===== config.mk =====
export PLATFORM = sky130hd
export DESIGN_NAME = urv_mem_arbiter
export DESIGN_NICKNAME = d
export VERILOG_FILES = /design/src/rtl/urv_mem_arb_pkg.sv /design/src/rtl/urv_mem_arbiter.sv
export SDC_FILE = /design/constraint.sdc
export NUM_CORES = 1
export LEC_CHECK = 0
export CAP_MARGIN = 20
export CORE_AREA = 2 2 107 109
export DETAILED_ROUTE_END_ITERATION = 12
export DIE_AREA = 0 0 109 111
export PLACE_DENSITY = 0.65
export SLEW_MARGIN = 30
export SYNTH_ARGS = -nofsm -noshare
export SYNTH_HDL_FRONTEND = slang
export SYNTH_SLANG_ARGS = --single-unit

===== constraint.sdc =====
create_clock -name clk_i -period 1.6 [get_ports clk_i]
set_input_delay 0.24 -clock clk_i [delete_from_list [all_inputs] [get_ports clk_i]]
set_output_delay 0.24 -clock clk_i [all_outputs]
set_load 0.01 [all_outputs]

===== src/rtl/urv_mem_arb_pkg.sv =====
// urv_mem_arb_pkg: shared encodings for the uRV I/D memory arbiter.
package urv_mem_arb_pkg;
  localparam int STARVE_W = 4;
  typedef enum logic [1:0] {
    GNT_NONE   = 2'd0,
    GNT_I      = 2'd1,
    GNT_DLOAD  = 2'd2,
    GNT_DSTORE = 2'd3
  } gnt_e;
endpackage


===== src/rtl/urv_mem_arbiter.sv =====
// urv_mem_arbiter: D-priority arbiter for one registered-read RAM shared by fetch and load/store.
// Optional stall statistics counter enabled by URV_MEM_ARB_STATS_EN.
module urv_mem_arbiter
  import urv_mem_arb_pkg::*;
#(
  parameter int g_d_burst_max = 4
) (
  input  logic        clk_i,
  input  logic        rst_i,
  input  logic        im_rd_i,
  input  logic [31:0] im_addr_i,
  output logic        im_gnt_o,
  output logic [31:0] im_data_o,
  output logic        im_valid_o,
  input  logic        dm_load_i,
  input  logic        dm_store_i,
  input  logic [31:0] dm_addr_i,
  input  logic [31:0] dm_data_s_i,
  input  logic [3:0]  dm_data_select_i,
  output logic        dm_gnt_o,
  output logic [31:0] dm_data_l_o,
  output logic        dm_load_done_o,
  output logic        dm_store_done_o,
  output logic [31:0] mem_addr_o,
  output logic [31:0] mem_wdata_o,
  output logic [3:0]  mem_we_o,
  input  logic [31:0] mem_rdata_i
`ifdef URV_MEM_ARB_STATS_EN
  ,
  input  logic        stat_clr_i,
  output logic [31:0] stat_i_stall_o
`endif
);
  localparam logic [STARVE_W-1:0] BURST_MAX = STARVE_W'(g_d_burst_max);
  logic [STARVE_W-1:0] starve_cnt_q, starve_cnt_d;
  gnt_e last_gnt_q, last_gnt_d;
  logic d_req, gnt_d, gnt_i;
  always_comb begin
    d_req = dm_load_i | dm_store_i;
    gnt_d = !rst_i && d_req && (!im_rd_i || starve_cnt_q < BURST_MAX);
    gnt_i = !rst_i && im_rd_i && !gnt_d;
    starve_cnt_d = (!im_rd_i || gnt_i) ? '0 :
                   (gnt_d && starve_cnt_q < BURST_MAX) ? starve_cnt_q + 1'b1 : starve_cnt_q;
    last_gnt_d = gnt_i ? GNT_I : !gnt_d ? GNT_NONE : dm_load_i ? GNT_DLOAD : GNT_DSTORE;
  end
  assign im_gnt_o        = gnt_i;
  assign dm_gnt_o        = gnt_d;
  assign mem_addr_o      = gnt_d ? dm_addr_i : im_addr_i;
  assign mem_wdata_o     = dm_data_s_i;
  assign mem_we_o        = (gnt_d && !dm_load_i) ? dm_data_select_i : 4'b0;
  assign im_data_o       = mem_rdata_i;
  assign dm_data_l_o     = mem_rdata_i;
  assign im_valid_o      = last_gnt_q == GNT_I;
  assign dm_load_done_o  = last_gnt_q == GNT_DLOAD;
  assign dm_store_done_o = last_gnt_q == GNT_DSTORE;
  always_ff @(posedge clk_i) begin
    if (rst_i) begin
      starve_cnt_q <= '0;
      last_gnt_q   <= GNT_NONE;
    end else begin
      starve_cnt_q <= starve_cnt_d;
      last_gnt_q   <= last_gnt_d;
    end
  end
`ifdef URV_MEM_ARB_STATS_EN
  logic [31:0] stall_q, stall_d;
  always_comb stall_d = stat_clr_i ? 32'd0 : stall_q + {31'd0, im_rd_i & !gnt_i};
  always_ff @(posedge clk_i) begin
    if (rst_i) stall_q <= '0;
    else stall_q <= stall_d;
  end
  assign stat_i_stall_o = stall_q;
`endif
endmodule


### Word level (Yosys, flattened, before mapping)

Cells that the tools add are included.

* output and inout bits: 137
* input bits: 137
* bits in registers: 6
* logic and storage cells: 29

* reductions and logical operators: 14
* $lt $le $gt $ge: 1
* add/subtract/negate cells: 1
* bitwise logic cells: 2
* muxes and demuxes: 5
* equality and inequality tests: 3

Operator list (number)
* $mux W32: 1
* $logic_and A1 B1 Y1: 6
* $add A4 B1 Y4 const B: 1
* $eq A2 B2 Y1 const B: 2
* $logic_not A1 Y1: 4
* $lt A4 B3 Y1 const B: 1
* $mux W4: 1
* $mux W1: 3
* $reduce_or A3 Y1: 1
* $eq A2 B1 Y1 const B: 1
* $logic_or A1 B1 Y1: 2
* $reduce_or A2 Y1: 1
* $not A1 Y1: 1
* $or A1 B1 Y1: 1

### Longest topological paths before layout

* depth after elaboration: 7
* mapped depth: 5
* gate-level depth less buffers: 4

### Worst setup path after synthesis

No wires, ideal clock.

* path kind: reg2out
* start point: register starve_cnt_q[2]
* end point: output mem_we_o[0]
* stages on the path, launching flop included: 5
* data required time: 1360 ps
* path slack: 243 ps
* arrival: 1117 ps
* path buffers: 1
* cells stage by stage: dfxtp_1 -> o21ai_2 -> o211ai_4 -> buf_4 -> nor3b_1

* cells in the longest elaborated chain, start to end: 5

RTL lines
* from (decl): RTL line urv_mem_arbiter.sv:35 `logic [STARVE_W-1:0] starve_cnt_q, starve_cnt_d;`
* from (signal assigned): RTL line urv_mem_arbiter.sv:61 `starve_cnt_q <= starve_cnt_d;`
* $lt A4 B3 Y1: RTL line urv_mem_arbiter.sv:40 `gnt_d = !rst_i && d_req && (!im_rd_i || starve_cnt_q < BURST_MAX);`
* $logic_or A1 B1 Y1: RTL line urv_mem_arbiter.sv:40
* $logic_and A1 B1 Y1: RTL line urv_mem_arbiter.sv:40
* $logic_and A1 B1 Y1: RTL line urv_mem_arbiter.sv:50 `assign mem_we_o = (gnt_d && !dm_load_i) ? dm_data_select_i : 4'b0;`
* $mux W4: RTL line urv_mem_arbiter.sv:50
* to (decl): RTL line urv_mem_arbiter.sv:26 `output logic [3:0] mem_we_o,`

Every way passes these cells.

### Worst setup path in the final report

* start point: register starve_cnt_q[2]
* end point: output mem_addr_o[12]

* cells in the longest elaborated chain, start to end: 4

RTL lines
* $lt A4 B3 Y1: RTL line urv_mem_arbiter.sv:40
* $logic_or A1 B1 Y1: RTL line urv_mem_arbiter.sv:40
* $logic_and A1 B1 Y1: RTL line urv_mem_arbiter.sv:40
* $mux W32: RTL line urv_mem_arbiter.sv:48 `assign mem_addr_o = gnt_d ? dm_addr_i : im_addr_i;`
* to (decl): RTL line urv_mem_arbiter.sv:24 `output logic [31:0] mem_addr_o,`

Every way passes these cells.

==> flow_summary.yaml <==
synthesis:
  synth_top_cell_by_area: "buf_4"
  synth_common_cells: "buf_4, mux2_4, dfxtp_1"
  synth_top_family_by_area: "buffers and inverters"
  synth_cells: 160
  seq_area_frac_synth: 0.0800
  synth_top_cell_area_share: 0.485
  synthSimpleGateAreaFrac: 0.0500
  synth_xor_area_frac: 0
  async_flop_share: 0
  synth_area_per_cell_um2: 9.38
  synthAdderAreaFrac: 0.00833
  yosysWarnings: 0
  synth_edf_count: 0
  synthTopCellsByArea: "buf_4, mux2_4, dfxtp_1, buf_6, nor3b_1"
  ys_ff_latch: 6
  synth_compound_area_frac: 0.0200
  yosysMostFrequentCell: "buf_4"
  synth_nets: 298
  ys_types: 17
  synthMuxAreaShare: 0.322
  synthesis.area_um2: 1500
  synth_ff_type: "dfxtp_1"
setup_path:
  reg2reg_slack_ns: 0.12
  rr_endpoint: "starve_cnt_q[2]$_SDFFE_PP0P_"
  cpMostUsedCell: "buf_6"
  cp_cell_sequence: "o21ai_2 -> o211ai_4 -> buf_6 -> buf_6 -> buf_12 -> mux2_4 -> buf_6"
  r2r-start: "starve_cnt_q[2]$_SDFFE_PP0P_"
  cp.depth: 7
  path_buf_inv: 4
  crit_type: "reg2out"
  crit_required_ns: 1.36
  startpoint_type: "flop"
  cp-end-kind: "output port"
  crit_arrival_ns: 1.64
  r2r_cells: 8
  critPathMaxFanout: 6
  critical-path-top-delay-family: "buffers and inverters"
  crit_slowest_cell: "dfxtp_2"
  critPathMaxStageDelay_ns: 0.31
  startpoint: "starve_cnt_q[2]$_SDFFE_PP0P_"
pwr:
  switchingPower_mw: 0.300
  p_leak_nw: 1.10
  finalPower_mw: 1.26
  p_seq_frac: 0.127
  powerDensity_nw_per_um2: 516
  internal-power_mw: 0.964
  switching_share: 0.237
  p_clk_frac: 0.318
  max-vdd-ir-drop_mv: 0.340
  p_comb_frac: 0.555
detailed_routing:
  wl_per_cell_um: 13.7
  num_vias: 1132
  post_drt_via_cell_ratio: 3.34
  drc: 0
  drt-initial-drc-count: 14
  drt_wl_total_um: 4650
  drt_pass1_iterations: 2
  antenna_left: 0
cells_and_area:
  drive_above_1_share: 0.536
  area_growth_pct: 63.0
  nFillCells: 1206
  layout.nets: 336
  final-instance-count-excl-fill: 339
  antenna_cells: 0
timing:
  setup_violations: 38
  hold_violations: 0
  period_share: 1.18
  rsz0062_at_grt: "yes"
  fmax_mhz: 531
  worst_hold_slack_ns: 0.436
  fin_crit_ns: 1.88
  fin_skew_ns: 0.00108
  drv_slew: 0
  setup_ws_ns: -0.282
grt:
  grt_pass1_wl_um: 6780
  grt_start_max_net_pins: 9
  use_met1: 0.0714
  use_met2: 0.135
  grt_pass1_vias: 1273
  antenna_found_initial: 0
  grt_overflow_total: 0
  grt_busiest_layer: "met2"
  track_usage: 0.0751
  globalRouteMet3Util: 0.0282
floorplanning:
  fp.dieArea_um2: 12100
  die_y_um: 111
  die_x_um: 109
  num_rows: 39
  ios: 274
  core_region_area_um2: 11100
  start_util: 0.136
min_path:
  whs_path_depth: 1
  holdCritStartpoint: "starve_cnt_q[0]$_SDFFE_PP0P_"
  holdPathEnd: "starve_cnt_q[0]$_SDFFE_PP0P_"
  min_path_type: "reg2reg"
run_status:
  outcome: "finished with violations"
  violations: "setup timing"
cts:
  clkTransAtPathRegs_ns: 0.03
  insertion_delay_ns: 0.23
  cts_inserted_buffers: 3
  cts-hold-fix-buffers: 0
  clockBufferDepth: 2
  cts_tree: "built"
  clockRootBuffer: "clkbuf_16"
  h-tree-depth: 1
  cts_sinks: 6
place:
  numPortBuffers: 113
  post-dp-hpwl_um: 3340
  gp_congestion: 0.701
  dp.cells: 323
run:
  max-cap-violations: 0
[layout by cell type, fill, tap and decap left out, types with 2 or more instances in the layout]
master           synthesis  final
nor3b_2                  0      4
buf_6                    3     37
buf_8                    0      3
mux2_4                  30     30
nor3_2                   0      3
buf_16                   0      3
clkbuf_16                0      3
nor2_1                   2      2
dfxtp_1                  6      5
mux2_2                   2      2
buf_2                    0      5
nor2b_1                  2      2
clkdlybuf4s50_1          0     71
inv_1                    4      2
dlygate4sd2_1            0      4
buf_4                   97      8
buf_12                   0      2
[repair_timing]
item,CTS,global route
resized for setup,210,6
pin swaps,2,4
endpoints found under the hold margin,0,0
setup buffers,9,2
endpoints found under the setup margin,38,41
cloned,4,0
[area by class of cell]
class	count	area, um2	area share
repair buffers	133	1420	0.578
multi-input cells	50	639	0.261
well taps	143	179	0.0731
flip-flops and latches	6	121	0.0496
clock buffers	3	75.1	0.0307
inverters	4	17.5	0.00716
[state kept, by name, summed over array words and instances, names as in the netlist]
signal        count
last_gnt_q        2
starve_cnt_q      4
[through the flow]
step | utilization | worst slack (ns) | TNS [ns] | instance area (um2)
6_report | 0.221 | -0.282 | -9.15 | 2450
5_1_grt | 0.221 | -0.356 | -11.79 | 2450
4_1_cts | 0.222 | -0.313 | -10.10 | 2460
3_5_place_dp | 0.192 | -0.706 | -24.79 | 2130
3_3_place_gp | 0.192 | -0.686 | -24.32 | 2130
2_1_floorplan | - | 0.243 | 0 | 1500
[per-layer routing]
metal | wire [um] | vias up
li1 | - | 497
met1 | 1490 | 500
met2 | 2470 | 103
met3 | 487 | 32
met4 | 206 | 0
met5 | 0 | -
[power by group through the flow]
stage | logic (mW) | registers [mW] | clock network (mW)
after floorplan | 0.474 | 0.162 | 0
after global placement | 0.593 | 0.162 | 0
after detailed placement | 0.600 | 0.162 | 0
after CTS | 0.723 | 0.160 | 0.410
after global routing | 0.744 | 0.161 | 0.420
final | 0.702 | 0.160 | 0.402
[cell families (layout without fill, tap and decap cells)]
kind of cell / Yosys count / after routing
buffers and inverters: 104 / 140
DFF: 6 / 6
other: 1 / 1
AOI/OAI and AO/OA: 2 / 2
and+or+nand+nor: 13 / 13
muxes: 33 / 33
adders and majority gates: 1 / 1
[how the worst max path moves through the flow]
stage	to
floorplan	mem_we_o[0]
global placement	mem_addr_o[1]
detailed placement	mem_addr_o[31]
CTS	mem_addr_o[10]
global route	mem_addr_o[10]
finish	mem_addr_o[12]
Note: power is estimated with default switching activity, not from simulation.
